`src/rtl/lrn_window_buffer.sv`:
```
// Cross-channel LRN window: buffers GLB read words, tracks the sum of squares,
// hands {center, sum} to the divider and slides once the divider answers.
module lrn_window_buffer #(
    parameter int unsigned DATA_WIDTH = 16,
    parameter int unsigned WINDOW     = 5,
    parameter int unsigned PTR_WIDTH  = 3,
    parameter int unsigned SUM_WIDTH  = 35
) (
    input  logic                  core_clk,
    input  logic                  reset,
    input  logic                  start_normalization,
    input  logic                  r_enable,
    input  logic [DATA_WIDTH-1:0] glb_rdata,
    output logic                  full_flag,
    output logic                  div_in_valid,
    input  logic                  div_in_ready,
    output logic [DATA_WIDTH-1:0] div_num,
    output logic [SUM_WIDTH-1:0]  div_den,
    input  logic                  div_out_valid,
    output logic                  normalized_window,
    output logic                  overflow_err
);

    localparam logic [PTR_WIDTH-1:0] WinP  = PTR_WIDTH'(WINDOW);
    localparam logic [PTR_WIDTH-1:0] LastP = PTR_WIDTH'(WINDOW - 1);
    localparam logic [PTR_WIDTH-1:0] OneP  = PTR_WIDTH'(1);
    localparam logic [PTR_WIDTH:0]   WinW  = (PTR_WIDTH + 1)'(WINDOW);
    localparam logic [PTR_WIDTH:0]   HalfW = (PTR_WIDTH + 1)'(WINDOW / 2);

    typedef enum logic [1:0] {StFill, StIssue, StWaitDiv, StSlide} state_e;

    state_e                state_q, state_d;
    logic [DATA_WIDTH-1:0] mem_q [WINDOW];
    logic                  push_v_q, push_v_d;
    logic [PTR_WIDTH-1:0]  wr_ptr_q, wr_ptr_d;
    logic [PTR_WIDTH-1:0]  rd_ptr_q, rd_ptr_d;
    logic [PTR_WIDTH-1:0]  cnt_q, cnt_d;
    logic [SUM_WIDTH-1:0]  sum_q, sum_d;
    logic                  full_q, full_d;
    logic                  ovf_q, ovf_d;
    logic                  div_valid_q, div_valid_d;
    logic [DATA_WIDTH-1:0] div_num_q, div_num_d;
    logic [SUM_WIDTH-1:0]  div_den_q, div_den_d;

    logic                  pop, is_full, push_ok, push_ovf;
    logic [SUM_WIDTH-1:0]  new_sq, old_sq;
    logic [PTR_WIDTH:0]    ctr_sum;
    logic [PTR_WIDTH-1:0]  ctr_idx;

    assign pop      = (state_q == StSlide);
    assign is_full  = (cnt_q == WinP);
    // A push into a full window is only legal when the slide frees a slot that cycle.
    assign push_ok  = push_v_q & (~is_full | pop);
    assign push_ovf = push_v_q & is_full & ~pop;
    assign new_sq   = SUM_WIDTH'(glb_rdata) * SUM_WIDTH'(glb_rdata);
    assign old_sq   = SUM_WIDTH'(mem_q[rd_ptr_q]) * SUM_WIDTH'(mem_q[rd_ptr_q]);

    always_comb begin
        ctr_sum = {1'b0, rd_ptr_q} + HalfW;
        if (ctr_sum >= WinW) begin
            ctr_sum = ctr_sum - WinW;
        end
        ctr_idx = ctr_sum[PTR_WIDTH-1:0];
    end

    always_comb begin
        push_v_d = r_enable;
        wr_ptr_d = wr_ptr_q;
        rd_ptr_d = rd_ptr_q;
        cnt_d    = cnt_q;
        sum_d    = sum_q;
        ovf_d    = ovf_q | push_ovf;
        if (push_ok) begin
            wr_ptr_d = (wr_ptr_q == LastP) ? '0 : wr_ptr_q + OneP;
            cnt_d    = cnt_d + OneP;
            sum_d    = sum_d + new_sq;
        end
        if (pop) begin
            rd_ptr_d = (rd_ptr_q == LastP) ? '0 : rd_ptr_q + OneP;
            cnt_d    = cnt_d - OneP;
            sum_d    = sum_d - old_sq;
        end
        if (start_normalization) begin
            push_v_d = 1'b0;
            wr_ptr_d = '0;
            rd_ptr_d = '0;
            cnt_d    = '0;
            sum_d    = '0;
            ovf_d    = 1'b0;
        end
        full_d = (cnt_d == WinP);
    end

    always_comb begin
        state_d = state_q;
        unique case (state_q)
            StFill:    if (cnt_d == WinP) state_d = StIssue;
            StIssue:   if (div_valid_q && div_in_ready) state_d = StWaitDiv;
            StWaitDiv: if (div_out_valid) state_d = StSlide;
            StSlide:   state_d = StFill;
            default:   state_d = StFill;
        endcase
        if (start_normalization) begin
            state_d = StFill;
        end
    end

    // Request is captured on ISSUE entry and held until the divider takes it.
    always_comb begin
        div_valid_d = div_valid_q;
        div_num_d   = div_num_q;
        div_den_d   = div_den_q;
        if (state_q == StIssue) begin
            if (!div_valid_q) begin
                div_valid_d = 1'b1;
                div_num_d   = mem_q[ctr_idx];
                div_den_d   = sum_q;
            end else if (div_in_ready) begin
                div_valid_d = 1'b0;
            end
        end
        if (start_normalization) begin
            div_valid_d = 1'b0;
            div_num_d   = '0;
            div_den_d   = '0;
        end
    end

    always_ff @(posedge core_clk or negedge reset) begin
        if (!reset) begin
            state_q     <= StFill;
            push_v_q    <= 1'b0;
            wr_ptr_q    <= '0;
            rd_ptr_q    <= '0;
            cnt_q       <= '0;
            sum_q       <= '0;
            full_q      <= 1'b0;
            ovf_q       <= 1'b0;
            div_valid_q <= 1'b0;
            div_num_q   <= '0;
            div_den_q   <= '0;
        end else begin
            state_q     <= state_d;
            push_v_q    <= push_v_d;
            wr_ptr_q    <= wr_ptr_d;
            rd_ptr_q    <= rd_ptr_d;
            cnt_q       <= cnt_d;
            sum_q       <= sum_d;
            full_q      <= full_d;
            ovf_q       <= ovf_d;
            div_valid_q <= div_valid_d;
            div_num_q   <= div_num_d;
            div_den_q   <= div_den_d;
        end
    end

    always_ff @(posedge core_clk) begin
        if (push_ok && !start_normalization) begin
            mem_q[wr_ptr_q] <= glb_rdata;
        end
    end

    assign full_flag         = full_q;
    assign div_in_valid      = div_valid_q;
    assign div_num           = div_num_q;
    assign div_den           = div_den_q;
    assign normalized_window = pop;
    assign overflow_err      = ovf_q;

endmodule

```
`config.mk`:
```
export PLATFORM = sky130hd
export DESIGN_NAME = lrn_window_buffer
export DESIGN_NICKNAME = d
export VERILOG_FILES = /design/src/rtl/lrn_window_buffer.sv
export SDC_FILE = /design/constraint.sdc
export NUM_CORES = 1
export LEC_CHECK = 0
export ABC_CLOCK_PERIOD_IN_PS = 8800
export CORE_ASPECT_RATIO = 1.2
export CORE_MARGIN = 4
export CORE_UTILIZATION = 58
export DETAILED_ROUTE_END_ITERATION = 16
export PLACE_DENSITY = 0.89
export RECOVER_POWER = 100
export SYNTH_ARGS = -nofsm -noshare
export SYNTH_HDL_FRONTEND = slang
export SYNTH_SLANG_ARGS = --single-unit
```
`constraint.sdc`:
```
create_clock -name core_clk -period 8.8 [get_ports core_clk]
set_input_delay 1.76 -clock core_clk [delete_from_list [all_inputs] [get_ports core_clk]]
set_output_delay 1.76 -clock core_clk [all_outputs]
set_load 0.01 [all_outputs]
```
Word level (Yosys, flattened, before mapping)
Memory sizes are Yosys's and may differ from the RTL's.
Cells that the tools add are included.
Word-level totals
  RAM bits: 80
  output and inout port bits: 55
  register bits: 101
  memories: 1
Cells by class
  bitwise logic cells: 7
  equality and inequality tests: 11
  $mul: 2
  magnitude comparators: 1
  mux-type cells: 32
  reduce and logical (&&, ||, !) cells: 9
  add/subtract/negate cells: 8
Memories
  mem_q: words 5, bits a word 16, read ports 2, clocked after memory_dff 0, write ports 1, RTL line 33  | logic [DATA_WIDTH-1:0] mem_q [WINDOW];
Operators with widths (number)
  $mux W35: 6
  $mul A16 B16 Y32: 2
  $mux W16: 3
  $add A35 B32 Y35: 1
  $sub A35 B32 Y35: 1
  $mux W3: 10
  $eq A3 B3 Y1 const B: 4
  $add A3 B1 Y3 const B: 3
  $ne A3 B3 Y1 const B: 3
  $mux W1: 8
  $mux W2: 4
  $pmux W2 S4: 1
  $reduce_bool A2 Y1: 3
  $add A3 B2 Y4 const B: 1
  $eq A2 B2 Y1 const B: 2
  $ge A4 B3 Y1 const B: 1
  $and A1 B1 Y1: 3
  $reduce_and A3 Y1: 1
  $sub A3 B1 Y3 const B: 1
  $sub A3 B3 Y3 const B: 1
  $eq A2 B1 Y1 const B: 1
  $logic_and A1 B1 Y1: 2
  $logic_not A2 Y1: 1
  $ne A2 B2 Y1 const B: 1
  other kinds (4): 6

Depth between registers and ports, before layout
  depth in word-level cells: 12
  gate-level depth with buffers: 42
  mapped depth without buffers: 39

Least setup slack after synthesis
Ideal clock, no wire load.
  kind: in2reg
  start: input port glb_rdata[8]
  end: register sum_q[34]
  library setup time: 0.072 ns
  arrival: 11.036 ns
  cell stages on the path: 36
  slack: -2.309 ns
  buffers on the path: 1
  cell sequence: clkbuf_1 nand2_1 fa_1 fa_1 fa_1 fa_1 inv_1 fa_1 inv_1 fa_1 inv_1 ha_1 a21boi_0 a21boi_1 o21ai_0 nand2b_1 a221oi_1 xor2_1 o21ai_0 fa_1 inv_1 fa_1 fa_1 fa_1 inv_1 ha_1 and4_1 nor4b_2 a21oi_1 a31oi_1 nor3_1 a21oi_1 a31oi_1 o21ai_0 xor3_1 nor2_1
Between the ends
  cells in the longest elaborated chain, start to end: 6
RTL lines
  start: declaration: RTL line 13  | input logic [DATA_WIDTH-1:0] glb_rdata,
  $mul A16 B16 Y32 (*): RTL line 55  | assign new_sq = SUM_WIDTH'(glb_rdata) * SUM_WIDTH'(glb_rdata);
  $add A35 B32 Y35 (*): RTL line 76  | sum_d = sum_d + new_sq;
  $mux W35 (*): RTL line 73  | if (push_ok) begin
  $sub A35 B32 Y35: RTL line 81  | sum_d = sum_d - old_sq;
  $mux W35 (*): RTL line 78  | if (pop) begin
  $mux W35 (*): RTL line 83  | if (start_normalization) begin
  net sum_d[34]: RTL line 38  | logic [SUM_WIDTH-1:0] sum_q, sum_d;
  end signal: assignment: RTL line 148  | sum_q <= sum_d;
  end: declaration: RTL line 38
The timed path passes the listed nets; every way through them passes the cells marked *.
A chain may end at the register's enable or synchronous reset.

Worst setup path after layout
  start: input port glb_rdata[5]
  end: register sum_q[18]
Same word-level chain as after synthesis.

==> flow_metrics.tcl <==
set metrics [dict create \
    final_hold_viol_count 0 \
    period_share_pct 123 \
    fin_crit_ns 10.83 \
    cts-root-buf "clkbuf_16" \
    route.detailed.drc 0 \
    cts_buffer_depth 2 \
    endpoint_kind "flip-flop" \
    clock_latency_ns 0.48 \
    rsz0062_at_grt "true" \
    die_area_sq_um 46100 \
    synth-main-ff-cell "dfrtp_1" \
    post_synth.cell_area_avg_sq_um 9.70 \
    hold_path.class "flip-flop to flip-flop" \
    synth_edf_count 80 \
    path_class "input port to flip-flop" \
    n_fill_cell 2522 \
    cp-start-kind "input port" \
    antenna_found_initial 2 \
    cts_buffers 17 \
    start_util_pct 59.1 \
    first_pass_iters 9 \
    syn-num-nets 3203 \
    route.detailed.wl_per_inst_um 24.0 \
    violations "max-capacitance violations, max-slew violations, negative setup slack" \
    synthToLayoutAreaGrowth_pct 26.9 \
    cap_violations 1 \
    place_hpwl_mm 58.9 \
    crit_required_ns 9.14 \
    ff_latch_area_sq_um 4930 \
    die_h_um 234 \
    rows 82 \
    multi_input_area_sq_um 18700 \
    grt_max_degree 57 \
    syn_inst 2556 \
    finalSetupViolCount 27 \
    grt_use_total_pct 36.2 \
    htreeDepth 4 \
    finalSetupTns_ns -43.33 \
    ios 77 \
    r2r_cells 32 \
    cp-endpoint "sum_q[18]$_DFF_PN0_" \
    tritoncts "built" \
    startpoint "glb_rdata[5]" \
    worstMarginPinSlew_ns 2.74 \
    cpPeakStageDelay_ns 0.72 \
    critPathSlowestCell "fa_1" \
    cts-hold-fix-buffers 0 \
    synth_top_area_cell "fa_1" \
    outcome "finished with violations" \
    grt_pass1_vias 24200 \
    clock.fmax_mhz 92.3 \
    ys_seq_area_share_pct 19.9 \
    first_iter_violations 2299 \
    reg2reg_from "sum_q[9]$_DFF_PN0_" \
    synth_top_area_share_pct 31.8 \
    r2r_slack_ns -0.10 \
    ant_nets 0 \
    final.setup_skew_ns 0.0197 \
    core_region_area_sq_um 42000 \
    vias 21700 \
    ys_top_cells_by_area "fa_1 (32%), ha_1 (12%), dfrtp_1 (10%)" \
    ys_seq_elements 181 \
    grt_pass1_wl_mm 128 \
    nets 3630 \
    setup_ws_ns -2.03 \
    yosys_warnings 0 \
    portBuffers 76 \
    die-width_um 197 \
    cts.clk_slew.worst_paths_ns 0.08 \
    crit_fanout 8 \
    netlist_area_sq_um 24800 \
    wirelength_mm 85.2 \
    rr_endpoint "sum_q[18]$_DFF_PN0_" \
    synthArstFlopShare_pct 55.8 \
    gp_congestion 0.967 \
    grt-ovfl-total 0 \
    clkSinkCount 181 \
    drive_above_1_share_pct 25.6 \
    synth_cell_types 66 \
    worstPathArrival_ns 11.17 \
    viasPerCell 6.11 \
    maxSlewHeadroom_pct -82.6 \
    drv_slew 51 \
]
==> final cells by class <==
class                   instances  share of cell area, %
clock buffers                  18                   1.36
well taps                     546                   2.17
clock inverters                14                  0.442
inverters                     619                   7.43
diodes                          1                0.00796
flip-flops and latches        181                   15.7
multi-input cells            1669                   59.5
repair buffers                495                   13.4
==> Yosys cell counts, types with 32 or more instances <==
cell type and number:
a21oi_1 97, o21ai_0 74, fa_1 394, and2_1 70, xnor2_1 45, dfrtp_1 101, xor2_1 33, clkbuf_1 75
nor2_1 154, inv_1 614, nand2_1 259, a21o_1 32, mux4_2 32, ha_1 231, edfxtp_1 80
==> cells by family (layout without fill, tap and decap cells) <==
family | count (synthesis) | count (layout) | synth area share [%]
AO/OA/AOI/OAI | 327 | 327 | 8.46
XOR/XNOR | 79 | 79 | 2.85
adder cells (fa/ha/maj) | 625 | 625 | 43.5
buffers and inverters | 706 | 1146 | 10.7
flip-flops | 181 | 181 | 19.9
multiplexers | 64 | 64 | 4.27
other | 0 | 1 | 0
AND/OR/NAND/NOR | 574 | 574 | 10.3
==> routing by layer <==
layer / up-vias / part of all wire (%) / track usage, %
met5: - / 0.034 / 0
met4: 4 / 11 / 26.4
met3: 635 / 10 / 8.12
met2: 1563 / 48 / 62.6
met1: 10600 / 31 / 39.1
li1: 8848 / - / -
==> metrics by stage <==
| stage | utilization [%] | cells | hold slack (ns) | setup WS (ns) | area, sq um |
|---|---|---|---|---|---|
| finish | 74.9 | 3543 | 0.493 | -2.03 | 31500 |
| global route | 74.9 | 3542 | 0.517 | -2.23 | 31400 |
| CTS | 73.8 | 3527 | 0.496 | -1.71 | 31000 |
| detailed placement | 69.6 | 3442 | 0.478 | -2.69 | 29200 |
| global placement | 69.6 | 3442 | 0.461 | -2.44 | 29200 |
| floorplan | - | 2556 | 0.468 | -1.36 | 25400 |
==> sequential cells by signal (all words and copies together) (netlist names) <==
register and cells:
push_v_q 1, overflow_err 1, div_den 35, full_flag 1, rd_ptr_q 3, cnt_q 3, div_in_valid 1, div_num 16
mem_q 80, wr_ptr_q 3, sum_q 35, state_q 2
==> repair_timing <==
item	CTS	global route
buffers inserted	53	22
gates cloned	3	0
pin swaps	99	116
endpoints found under the hold margin	0	0
setup endpoints to repair	28	27
resized for setup	232	113
==> critical path, delay by kind of cell <==
kind / cells / cell delay, ns
compound gates: 6 / 1.40
xor+xnor: 2 / 0.41
fa+ha+maj: 12 / 5.75
buf+inv: 13 / 1.38
simple gates: 4 / 0.43
==> how the worst min path moves through the flow <==
stage                                       start  cells after the start                       to  slack [ns]
after floorplan               sum_q[34]$_DFF_PN0_                      1  div_den[34]$_DFFE_PN0P_        0.47
after global placement    div_den[10]$_DFFE_PN0P_                      2  div_den[10]$_DFFE_PN0P_        0.46
after detailed placement  div_den[19]$_DFFE_PN0P_                      2  div_den[19]$_DFFE_PN0P_        0.48
after CTS                 div_num[13]$_DFFE_PN0P_                      2  div_num[13]$_DFFE_PN0P_        0.50
after global routing       div_num[5]$_DFFE_PN0P_                      2   div_num[5]$_DFFE_PN0P_        0.52
final                     div_num[13]$_DFFE_PN0P_                      2  div_num[13]$_DFFE_PN0P_        0.49
==> cells in the final DEF, fill, tap and decap left out, types with 9 or more instances in the layout <==
master	Yosys	final
and2_4	0	17
inv_1	614	569
fa_2	0	19
a22o_1	24	24
mux4_2	32	32
clkbuf_16	0	17
o21ai_1	0	11
o21ai_0	74	52
nand2_1	259	239
inv_2	0	41
fa_1	394	375
xor2_1	33	28
a31oi_1	14	9
buf_6	0	37
a21o_1	32	32
a21oi_1	97	65
o21ai_2	0	9
clkdlybuf4s50_1	0	58
edfxtp_1	80	80
nand2_2	0	12
buf_4	0	365
nor2_1	154	144
nand3_1	21	18
dfrtp_1	101	101
a211oi_1	26	19
ha_4	0	37
and2_1	70	53
xnor2_1	45	35
ha_1	231	192
nor2b_1	14	11
a21oi_2	0	25
buf_12	0	12
mux2i_1	28	28
Power is left out: the tool's default activity adds up to more than one toggle a clock period on the data nets, which glitch-free logic cannot reach.
